## config.mk

```make
export PLATFORM = sky130hd
export DESIGN_NAME = ren_conv_wb_slave
export DESIGN_NICKNAME = d
export VERILOG_FILES = /design/src/rtl/ren_conv_pkg.sv /design/src/rtl/ren_conv_regfile.sv /design/src/rtl/ren_conv_wb_slave.sv
export SDC_FILE = /design/constraint.sdc
export NUM_CORES = 1
export LEC_CHECK = 0
export CORE_MARGIN = 5
export CORE_UTILIZATION = 48
export CTS_CLUSTER_DIAMETER = 100
export DETAILED_ROUTE_END_ITERATION = 8
export PLACE_DENSITY = 0.95
export REMOVE_ABC_BUFFERS = 1
export SYNTH_ARGS = -nofsm -noshare
export SYNTH_HDL_FRONTEND = slang
export SYNTH_SLANG_ARGS = --single-unit
```

## constraint.sdc

```tcl
create_clock -name wb_clk_i -period 9.2 [get_ports wb_clk_i]
set_clock_uncertainty 0.05 [all_clocks]
set_input_delay 1.84 -clock wb_clk_i [delete_from_list [all_inputs] [get_ports wb_clk_i]]
set_output_delay 1.84 -clock wb_clk_i [all_outputs]
set_load 0.02 [all_outputs]
```

## src/rtl/ren_conv_pkg.sv

```systemverilog
// Shared constants for the convolver Wishbone front end: region codes,
// register indices and the bit layout of the three control/status registers.
package ren_conv_pkg;

   localparam logic [7:0] BASE_HI = 8'h30;

   typedef enum logic [1:0] {
      RGN_REG  = 2'd0,
      RGN_IMG  = 2'd1,
      RGN_KERN = 2'd2,
      RGN_RES  = 2'd3
   } region_e;

   typedef enum logic [1:0] {
      ST_IDLE,
      ST_RD_WAIT,
      ST_ACK,
      ST_DONE_WAIT
   } wb_state_e;

   localparam logic [5:0] REG_CTRL = 6'd0;
   localparam logic [5:0] REG_GEOM = 6'd1;
   localparam logic [5:0] REG_MISC = 6'd2;

   // REG0
   localparam int CTRL_DONE_BIT  = 0;
   localparam int CTRL_SRST_BIT  = 1;
   localparam int CTRL_START_BIT = 2;

   // REG1
   localparam int KCOLS_LSB  = 0;
   localparam int KCOLS_W    = 3;
   localparam int COLS_LSB   = 8;
   localparam int COLS_W     = 8;
   localparam int KERNS_LSB  = 16;
   localparam int KERNS_W    = 3;
   localparam int STRIDE_LSB = 24;
   localparam int STRIDE_W   = 8;

   // REG2
   localparam int RCOLS_LSB  = 0;
   localparam int RCOLS_W    = 8;
   localparam int SHIFT_LSB  = 8;
   localparam int SHIFT_W    = 4;
   localparam int KMODE_BIT  = 16;
   localparam int MPOOL_BIT  = 17;
   localparam int MASK_LSB   = 18;
   localparam int MASK_W     = 3;

endpackage

```

## src/rtl/ren_conv_regfile.sv

```systemverilog
// Control/status register storage for one convolver instance: sticky done
// flag, start/soft-reset level bits and the decoded geometry fields.
module ren_conv_regfile
   import ren_conv_pkg::*;
(
   input  logic        clk_i,
   input  logic        rst_i,
   input  logic        wr_en_i,
   input  logic [5:0]  wr_idx_i,
   input  logic [31:0] wr_data_i,
   input  logic [5:0]  rd_idx_i,
   output logic [31:0] rd_data_o,
   input  logic        core_done_i,
   output logic        start_o,
   output logic        soft_rst_o,
   output logic [2:0]  kern_cols_o,
   output logic [7:0]  cols_o,
   output logic [2:0]  kerns_o,
   output logic [7:0]  stride_o,
   output logic [7:0]  result_cols_o,
   output logic [3:0]  shift_o,
   output logic        kern_addr_mode_o,
   output logic        en_max_pool_o,
   output logic [2:0]  mask_o
);

   logic       done_q, done_d;
   logic       start_q, start_d;
   logic       srst_q, srst_d;
   logic [2:0] kern_cols_q, kern_cols_d;
   logic [7:0] cols_q, cols_d;
   logic [2:0] kerns_q, kerns_d;
   logic [7:0] stride_q, stride_d;
   logic [7:0] rcols_q, rcols_d;
   logic [3:0] shift_q, shift_d;
   logic       kmode_q, kmode_d;
   logic       mpool_q, mpool_d;
   logic [2:0] mask_q, mask_d;
   logic       unused_wr;

   assign unused_wr = ^wr_data_i;

   always_comb begin
      done_d      = done_q;
      start_d     = start_q;
      srst_d      = srst_q;
      kern_cols_d = kern_cols_q;
      cols_d      = cols_q;
      kerns_d     = kerns_q;
      stride_d    = stride_q;
      rcols_d     = rcols_q;
      shift_d     = shift_q;
      kmode_d     = kmode_q;
      mpool_d     = mpool_q;
      mask_d      = mask_q;
      if (wr_en_i && wr_idx_i == REG_CTRL) begin
         start_d = wr_data_i[CTRL_START_BIT];
         srst_d  = wr_data_i[CTRL_SRST_BIT];
         if ((wr_data_i[CTRL_START_BIT] && !start_q) || wr_data_i[CTRL_SRST_BIT])
            done_d = 1'b0;
      end
      if (wr_en_i && wr_idx_i == REG_GEOM) begin
         kern_cols_d = wr_data_i[KCOLS_LSB +: KCOLS_W];
         cols_d      = wr_data_i[COLS_LSB +: COLS_W];
         kerns_d     = wr_data_i[KERNS_LSB +: KERNS_W];
         stride_d    = wr_data_i[STRIDE_LSB +: STRIDE_W];
      end
      if (wr_en_i && wr_idx_i == REG_MISC) begin
         rcols_d = wr_data_i[RCOLS_LSB +: RCOLS_W];
         shift_d = wr_data_i[SHIFT_LSB +: SHIFT_W];
         kmode_d = wr_data_i[KMODE_BIT];
         mpool_d = wr_data_i[MPOOL_BIT];
         mask_d  = wr_data_i[MASK_LSB +: MASK_W];
      end
      // A finishing core beats a simultaneous clearing write.
      if (core_done_i)
         done_d = 1'b1;
   end

   always_ff @(posedge clk_i or posedge rst_i) begin
      if (rst_i) begin
         done_q      <= 1'b0;
         start_q     <= 1'b0;
         srst_q      <= 1'b0;
         kern_cols_q <= '0;
         cols_q      <= '0;
         kerns_q     <= '0;
         stride_q    <= '0;
         rcols_q     <= '0;
         shift_q     <= '0;
         kmode_q     <= 1'b0;
         mpool_q     <= 1'b0;
         mask_q      <= '0;
      end else begin
         done_q      <= done_d;
         start_q     <= start_d;
         srst_q      <= srst_d;
         kern_cols_q <= kern_cols_d;
         cols_q      <= cols_d;
         kerns_q     <= kerns_d;
         stride_q    <= stride_d;
         rcols_q     <= rcols_d;
         shift_q     <= shift_d;
         kmode_q     <= kmode_d;
         mpool_q     <= mpool_d;
         mask_q      <= mask_d;
      end
   end

   always_comb begin
      rd_data_o = '0;
      case (rd_idx_i)
         REG_CTRL: begin
            rd_data_o[CTRL_DONE_BIT]  = done_q;
            rd_data_o[CTRL_SRST_BIT]  = srst_q;
            rd_data_o[CTRL_START_BIT] = start_q;
         end
         REG_GEOM: begin
            rd_data_o[KCOLS_LSB +: KCOLS_W]   = kern_cols_q;
            rd_data_o[COLS_LSB +: COLS_W]     = cols_q;
            rd_data_o[KERNS_LSB +: KERNS_W]   = kerns_q;
            rd_data_o[STRIDE_LSB +: STRIDE_W] = stride_q;
         end
         REG_MISC: begin
            rd_data_o[RCOLS_LSB +: RCOLS_W] = rcols_q;
            rd_data_o[SHIFT_LSB +: SHIFT_W] = shift_q;
            rd_data_o[KMODE_BIT]            = kmode_q;
            rd_data_o[MPOOL_BIT]            = mpool_q;
            rd_data_o[MASK_LSB +: MASK_W]   = mask_q;
         end
         default: ;
      endcase
   end

   assign start_o          = start_q;
   assign soft_rst_o       = srst_q;
   assign kern_cols_o      = kern_cols_q;
   assign cols_o           = cols_q;
   assign kerns_o          = kerns_q;
   assign stride_o         = stride_q;
   assign result_cols_o    = rcols_q;
   assign shift_o          = shift_q;
   assign kern_addr_mode_o = kmode_q;
   assign en_max_pool_o    = mpool_q;
   assign mask_o           = mask_q;

endmodule

```

## src/rtl/ren_conv_wb_slave.sv

```systemverilog
// Wishbone classic slave for one convolver: decodes register, image, kernel
// and result regions and sequences ack so every hit is acknowledged exactly once.
module ren_conv_wb_slave
   import ren_conv_pkg::*;
#(
   parameter int INST_ID         = 0,
   parameter int IMG_ADDR_WIDTH  = 6,
   parameter int KERN_ADDR_WIDTH = 6,
   parameter int RSLT_ADDR_WIDTH = 6
) (
   input  logic                       wb_clk_i,
   input  logic                       wb_rst_i,
   input  logic                       wbs_stb_i,
   input  logic                       wbs_cyc_i,
   input  logic                       wbs_we_i,
   input  logic [3:0]                 wbs_sel_i,
   input  logic [31:0]                wbs_dat_i,
   input  logic [31:0]                wbs_adr_i,
   output logic                       wbs_ack_o,
   output logic [31:0]                wbs_dat_o,
   output logic                       img_we_o,
   output logic [IMG_ADDR_WIDTH-1:0]  img_addr_o,
   output logic [23:0]                img_wdata_o,
   output logic                       kern_we_o,
   output logic [KERN_ADDR_WIDTH-1:0] kern_addr_o,
   output logic [23:0]                kern_wdata_o,
   output logic [RSLT_ADDR_WIDTH-1:0] res_addr_o,
   input  logic [7:0]                 res_rdata_i,
   input  logic                       core_done_i,
   output logic                       start_o,
   output logic                       soft_rst_o,
   output logic [2:0]                 kern_cols_o,
   output logic [7:0]                 cols_o,
   output logic [2:0]                 kerns_o,
   output logic [7:0]                 stride_o,
   output logic [7:0]                 result_cols_o,
   output logic [3:0]                 shift_o,
   output logic                       kern_addr_mode_o,
   output logic                       en_max_pool_o,
   output logic [2:0]                 mask_o
);

   wb_state_e                  state_q, state_d;
   logic [31:0]                dat_q, dat_d;
   logic                       img_we_q, img_we_d;
   logic [IMG_ADDR_WIDTH-1:0]  img_addr_q, img_addr_d;
   logic [23:0]                img_wdata_q, img_wdata_d;
   logic                       kern_we_q, kern_we_d;
   logic [KERN_ADDR_WIDTH-1:0] kern_addr_q, kern_addr_d;
   logic [23:0]                kern_wdata_q, kern_wdata_d;
   logic [RSLT_ADDR_WIDTH-1:0] res_addr_q, res_addr_d;

   logic        hit;
   logic        full_sel;
   region_e     region;
   logic [5:0]  word_idx;
   logic        reg_wr_en;
   logic [31:0] reg_rd_data;
   logic        unused_adr;

   assign hit      = wbs_cyc_i & wbs_stb_i & (wbs_adr_i[31:24] == BASE_HI + 8'(INST_ID));
   assign full_sel = &wbs_sel_i;
   assign region   = region_e'(wbs_adr_i[9:8]);
   assign word_idx = wbs_adr_i[7:2];
   assign unused_adr = ^{wbs_adr_i[23:10], wbs_adr_i[1:0]};

   always_comb begin
      state_d      = state_q;
      dat_d        = dat_q;
      img_we_d     = 1'b0;
      img_addr_d   = img_addr_q;
      img_wdata_d  = img_wdata_q;
      kern_we_d    = 1'b0;
      kern_addr_d  = kern_addr_q;
      kern_wdata_d = kern_wdata_q;
      res_addr_d   = res_addr_q;
      reg_wr_en    = 1'b0;
      case (state_q)
         ST_IDLE: begin
            if (hit && wbs_we_i) begin
               state_d = ST_ACK;
               if (full_sel) begin
                  case (region)
                     RGN_REG: reg_wr_en = 1'b1;
                     RGN_IMG: begin
                        img_we_d    = 1'b1;
                        img_addr_d  = IMG_ADDR_WIDTH'(word_idx);
                        img_wdata_d = wbs_dat_i[23:0];
                     end
                     RGN_KERN: begin
                        kern_we_d    = 1'b1;
                        kern_addr_d  = KERN_ADDR_WIDTH'(word_idx);
                        kern_wdata_d = wbs_dat_i[23:0];
                     end
                     default: ;
                  endcase
               end
            end else if (hit && region == RGN_RES) begin
               res_addr_d = RSLT_ADDR_WIDTH'(word_idx);
               state_d    = ST_RD_WAIT;
            end else if (hit) begin
               dat_d   = (region == RGN_REG) ? reg_rd_data : 32'd0;
               state_d = ST_ACK;
            end
         end
         ST_RD_WAIT: begin
            dat_d   = {24'd0, res_rdata_i};
            state_d = ST_ACK;
         end
         ST_ACK:       state_d = ST_DONE_WAIT;
         ST_DONE_WAIT: if (!wbs_stb_i || !wbs_cyc_i) state_d = ST_IDLE;
         default:      state_d = ST_IDLE;
      endcase
   end

   always_ff @(posedge wb_clk_i or posedge wb_rst_i) begin
      if (wb_rst_i) begin
         state_q      <= ST_IDLE;
         dat_q        <= '0;
         img_we_q     <= 1'b0;
         img_addr_q   <= '0;
         img_wdata_q  <= '0;
         kern_we_q    <= 1'b0;
         kern_addr_q  <= '0;
         kern_wdata_q <= '0;
         res_addr_q   <= '0;
      end else begin
         state_q      <= state_d;
         dat_q        <= dat_d;
         img_we_q     <= img_we_d;
         img_addr_q   <= img_addr_d;
         img_wdata_q  <= img_wdata_d;
         kern_we_q    <= kern_we_d;
         kern_addr_q  <= kern_addr_d;
         kern_wdata_q <= kern_wdata_d;
         res_addr_q   <= res_addr_d;
      end
   end

   // The result memory has one cycle of read latency, so the address must be
   // presented combinationally in the request cycle and held through RD_WAIT.
   always_comb begin
      res_addr_o = res_addr_q;
      if (state_q == ST_IDLE && hit && !wbs_we_i && region == RGN_RES)
         res_addr_o = RSLT_ADDR_WIDTH'(word_idx);
      if (wb_rst_i)
         res_addr_o = '0;
   end

   assign wbs_ack_o    = (state_q == ST_ACK);
   assign wbs_dat_o    = dat_q;
   assign img_we_o     = img_we_q;
   assign img_addr_o   = img_addr_q;
   assign img_wdata_o  = img_wdata_q;
   assign kern_we_o    = kern_we_q;
   assign kern_addr_o  = kern_addr_q;
   assign kern_wdata_o = kern_wdata_q;

   ren_conv_regfile u_regfile (
      .clk_i            (wb_clk_i),
      .rst_i            (wb_rst_i),
      .wr_en_i          (reg_wr_en),
      .wr_idx_i         (word_idx),
      .wr_data_i        (wbs_dat_i),
      .rd_idx_i         (word_idx),
      .rd_data_o        (reg_rd_data),
      .core_done_i      (core_done_i),
      .start_o          (start_o),
      .soft_rst_o       (soft_rst_o),
      .kern_cols_o      (kern_cols_o),
      .cols_o           (cols_o),
      .kerns_o          (kerns_o),
      .stride_o         (stride_o),
      .result_cols_o    (result_cols_o),
      .shift_o          (shift_o),
      .kern_addr_mode_o (kern_addr_mode_o),
      .en_max_pool_o    (en_max_pool_o),
      .mask_o           (mask_o)
   );

endmodule

```

* Yosys cells after proc, flatten, opt, wreduce, memory -nomap -nowiden
Index checks and enable logic that the tools add are counted.
Cells by class: equal/unequal tests 14, mux-type cells 34, bitwise operators 3, reductions and logical operators 28
Operators by type and width (count):
- 2-to-1 mux 32 bit | 4
- one-hot mux 32 bit (2 select lines) | 1
- 2-to-1 mux 1 bit | 15
- AND reduction 7 bit | 2
- 2-to-1 mux 6 bit | 2
- 2-to-1 mux 2 bit | 5
- logical AND 1 bit | 9
- one-hot mux 3 bit (3 select lines) | 1
- == test 2 bit, second input constant | 4
- == test 8 x 6 -> 1 bit, second input constant | 1
- 2-to-1 mux 8 bit | 1
- != test 2 bit, second input constant | 4
- one-hot mux 2 bit (4 select lines) | 1
- one-hot mux 4 bit (2 select lines) | 1
- AND reduction 4 bit | 2
- == test 6 x 1 -> 1 bit, second input constant | 1
- == test 6 x 2 -> 1 bit, second input constant | 1
- zero test 6 bit | 1
- one-hot mux 3 bit (2 select lines) | 1
- nonzero test 2 bit | 3
- 2-to-1 mux 5 bit | 1
- == test 2 x 1 -> 1 bit, second input constant | 2
- zero test 1 bit | 4
- zero test 2 bit | 2
- 7 further kinds | 10
Word-level totals: bits of input ports 82, register bits 144, output and inout bits 142, word-level logic and storage cells 100

* Longest topological paths before layout
depth after elaboration 8, gate-level depth with buffers 8, depth with buffers taken out 6

* By module
A second synthesis with hierarchy kept.
Second synthesis, totals: cell total of the unflattened synthesis 413, area total of the unflattened synthesis 6157.2 µm²
Modules (own cells, without submodules):
- ren_conv_wb_slave | area each 4219.0 µm², cells each 271, seq. area each 2552.4 µm², times used 1
- ren_conv_regfile | area each 1938.1 µm², cells each 142, seq. area each 1051.0 µm², times used 1

* Least setup slack after synthesis
No wires, ideal clock.
kind input to output, start input wbs_adr_i[25], end output res_addr_o[0], stages on the path 4, slack 3.787 ns, buffers on the path 0, required time 7.310 ns, data arrival time 3.523 ns, cell sequence or4b_4 > nor4_1 > nand3_1 > a21oi_1
On the way: longest elaborated chain between the ends 7
RTL lines:
- start: declaration | line ren_conv_wb_slave.sv:18 | input logic [31:0] wbs_adr_i,
- == test 8 x 6 -> 1 bit | line ren_conv_wb_slave.sv:61 | assign hit = wbs_cyc_i & wbs_stb_i & (wbs_adr_i[31:24] == BASE_HI + 8'(INST_ID));
- AND 1 bit | line ren_conv_wb_slave.sv:61
- logical AND 1 bit (3 in series) | line ren_conv_wb_slave.sv:144 | if (state_q == ST_IDLE && hit && !wbs_we_i && region == RGN_RES)
- 2-to-1 mux 6 bit | line ren_conv_wb_slave.sv:144
- 2-to-1 mux 6 bit | line ren_conv_wb_slave.sv:146 | if (wb_rst_i)
- end: declaration | line ren_conv_wb_slave.sv:27 | output logic [RSLT_ADDR_WIDTH-1:0] res_addr_o,
Every way passes these cells.

* Worst setup path in the final report
Same ends and word-level chain as after synthesis.

==> qor.csv <==
stage;metric;value;unit
run_status;status;completed;
synthesis;cell area after synthesis;0.00595;mm²
global_routing;pin count of the biggest net entering global routing;81;
power;Switching Power;385;µW
clocking;hold buffers post-CTS;0;
timing;worst-margin pin slew;993;ps
clocking;later-pin clock latency in the skew report;410;ps
clocking;CTS tree;done;
final_layout;nets;724;
setup_path;CP arrival;4720;ps
timing;unrepaired setup endpoints after global routing;false;
placed_design;placed insts;786;
power;worst vdd ir;0.160;mV
timing;Final Max Tran Viols;0;
synthesis;sequential area share after synthesis;0.593;
timing;Final setup viols;0;
setup_path;Crit. End Element;output port;
drt;first drt pass iteration count;4;
clocking;Setup Fix Bufs, Post-CTS;0;
clocking;PostCTS Resize Cnt;0;
clocking;CTS Buffer Depth;2;
clocking;clk slew on worst S/H paths;50;ps
drt;routed vias;4320;
power;Final Total Pwr;1660;µW
placed_design;Final HPWL DP;11800;µm
setup_path;R2R setup slack;5980;ps
clocking;clock buffer count from CTS;17;
hold_path;Hold Crit Class;reg2reg;
die;Row Count;40;
timing;Tmin final;6610;ps
setup_path;Critical Path Source;wbs_adr_i[25];
power;power share of the combinational group;0.136;
placed_design;GP Congestion;0.821;
power;Sw Ratio;0.232;
global_routing;global-route wire length before repair;26500;µm
clocking;H-tree depth;4;
flow_run;max cap viols;0;
synthesis;Mapped Cells;426;
drt;Routed Antenna Nets;0;
synthesis;Ys Warns;0;
die;Placeable Area;0.0121;mm²
synthesis;leading area contributor after synthesis;dfrtp_1;
placed_design;placed cell areas;0.00816;mm²
synthesis;Yosys cell types;33;
drt;vias per inst;5.28;
timing;final worst setup slack;2590;ps
power;Cell Pwr Density;188;mW/mm²
die;die area;0.0147;mm²
timing;fmax;151;MHz
final_layout;Non-Filler Cell Area, Final;0.00883;mm²
placed_design;Port Buf Inserts;204;
drt;drt total wl;16500;µm
final_layout;non-filler cells, final;818;
final_layout;layout cell share with drive strength beyond 1;0.249;
global_routing;vias in the first global route;4881;
synthesis;ys async rst share;1.00;
setup_path;R2R depth;7;
synthesis;Commonest cells post-synth;dfrtp_1, mux2_2, nand2_1;
global_routing;global-route usage over all layers;0.233;
setup_path;FF-to-FF End;kern_addr_o[0]$_DFFE_PP0P_;
power;sequential share of power;0.394;
synthesis;Synth Area per Inst;14.0;µm²
die;Top Ports;224;
synthesis;#FFs+latches synth;141;
power;Clock Power Share;0.470;
timing;final hold vios;0;
power;internal power;1270;µW
synthesis;number of synthesized flops with an enable pin;0;
setup_path;CP Launch Type;input port;
drt;wire length per cell;20.2;µm
clocking;root buf cell;clkbuf_16;
setup_path;RR Startpoint;state_q[0]$_DFFE_PP0P_;
power;LEAKAGE;0.00405;µW
drt;DR DRC count;0;
setup_path;crit path max fanout;6;
die;die height;121;µm
timing;final critical-path share of the clock period;0.719;
setup_path;WS Path Type;in2out;
timing;setup TNS;0;ps
global_routing;overflow left after global routing;0;
final_layout;Syn-to-layout area delta;48.5;%
setup_path;CP endpoint;res_addr_o[0];
final_layout;diode count;0;
synthesis;Synth top area share;0.593;
setup_path;Critical Path RT;7310;ps
placed_design;Post-Place Setup Slack;2610;ps
drt;drt initial violations;297;
synthesis;most numerous cell in the Yosys netlist;dfrtp_1;
global_routing;initial antenna violation count;0;
synthesis;dominant synthesized flop cell;dfrtp_1;
clocking;# clock sinks;141;
synthesis;most area-consuming cells after synthesis;dfrtp_1, mux2_2, mux2i_1;
die;Die W;121;µm
timing;Slew HR;0.336;
die;initial core utilization;0.493;
-- cells by family (layout without fill, tap and decap cells) --
family	after synthesis	count (layout)	share of synthesized area
AND/OR/NAND/NOR	68	68	0.0640
flip-flops	141	141	0.593
adder cells (fa/ha/maj)	5	5	0.0105
multiplexers	135	135	0.253
AO/OA/AOI/OAI	36	36	0.0436
other	1	3	0.000631
buffers and inverters	40	262	0.0349
-- layer usage --
layer / wire, µm / up-vias / share of wire / GRT usage
met2: 8640 / 180 / 0.52 / 0.408
met5: 0 / - / 0 / 0
met1: 6180 / 2171 / 0.37 / 0.261
met3: 1360 / 39 / 0.082 / 0.0834
li1: - / 1930 / - / -
met4: 370 / 0 / 0.022 / 0.0840
-- cells in the final DEF (no fill, tap or decap), types with 8 or more instances in the layout --
master           Yosys  routed
nand3_1              8       8
nand2_1             25      25
mux2_2             110     110
a22o_1              12      12
clkbuf_16            0      17
mux2i_1             18      18
clkdlybuf4s50_1      0     204
inv_1               19      18
a21oi_1              8       8
dfrtp_1            141     141
nor2_1               9       9
-- how the worst min path moves through the flow --
stage / from / to / slack [ps] / depth (start not counted)
floorplan: res_addr_q[0]$_DFFE_PP0P_ / res_addr_q[0]$_DFFE_PP0P_ / 420 / 2
global placement: res_addr_q[4]$_DFFE_PP0P_ / res_addr_q[4]$_DFFE_PP0P_ / 440 / 2
detailed placement: wbs_dat_o[3]$_DFFE_PP0P_ / wbs_dat_o[3]$_DFFE_PP0P_ / 440 / 1
CTS: img_wdata_o[1]$_DFFE_PP0P_ / img_wdata_o[1]$_DFFE_PP0P_ / 460 / 1
global route: kern_wdata_o[8]$_DFFE_PP0P_ / kern_wdata_o[8]$_DFFE_PP0P_ / 460 / 1
finish: kern_wdata_o[8]$_DFFE_PP0P_ / kern_wdata_o[8]$_DFFE_PP0P_ / 460 / 1
-- worst max-delay path, stage by stage --
cell and delay (ps):
clkdlybuf4s50_1 410, or4b_4 570, nor4_1 800, nand3_1 240, a21oi_1 200, clkdlybuf4s50_1 650
-- state kept, by name, summed over array words and instances (netlist names) --
| signal | count |
|---|---|
| img_we_o | 1 |
| u_regfile.start_o | 1 |
| u_regfile.en_max_pool_o | 1 |
| u_regfile.kern_addr_mode_o | 1 |
| u_regfile.mask_o | 3 |
| u_regfile.soft_rst_o | 1 |
| res_addr_q | 6 |
| u_regfile.done_q | 1 |
| kern_we_o | 1 |
| u_regfile.kern_cols_o | 3 |
| wbs_dat_o | 29 |
| u_regfile.stride_o | 8 |
| u_regfile.shift_o | 4 |
| img_addr_o | 6 |
| u_regfile.cols_o | 8 |
| state_q | 2 |
| kern_addr_o | 6 |
| kern_wdata_o | 24 |
| img_wdata_o | 24 |
| u_regfile.kerns_o | 3 |
| u_regfile.result_cols_o | 8 |
-- final cells by class --
type / instances / area, µm²
Tap cell: 168 / 210
Multi-Input combinational cell: 247 / 2250
Fill cell: 772 / 3230
Sequential cell: 141 / 3530
Clock buffer: 22 / 464
Clock inverter: 10 / 210
Inverter: 19 / 76.3
Timing Repair Buffer: 211 / 2090
-- power groups by stage --
| stage | clock network (µW) | registers [µW] | logic (µW) |
|---|---|---|---|
| floorplan | 0 | 683 | 100 |
| global placement | 0 | 662 | 216 |
| detailed placement | 0 | 664 | 224 |
| CTS | 787 | 653 | 226 |
| global route | 815 | 656 | 242 |
| finish | 778 | 654 | 225 |
-- per-stage QoR --
stage                     utilization  hold WS, ps
after floorplan                     -          421
after global placement          0.676          438
after detailed placement        0.676          445
after CTS                       0.732          458
after global routing            0.732          465
final                           0.732          456
No activity file was read; power rests on OpenSTA's default activity.
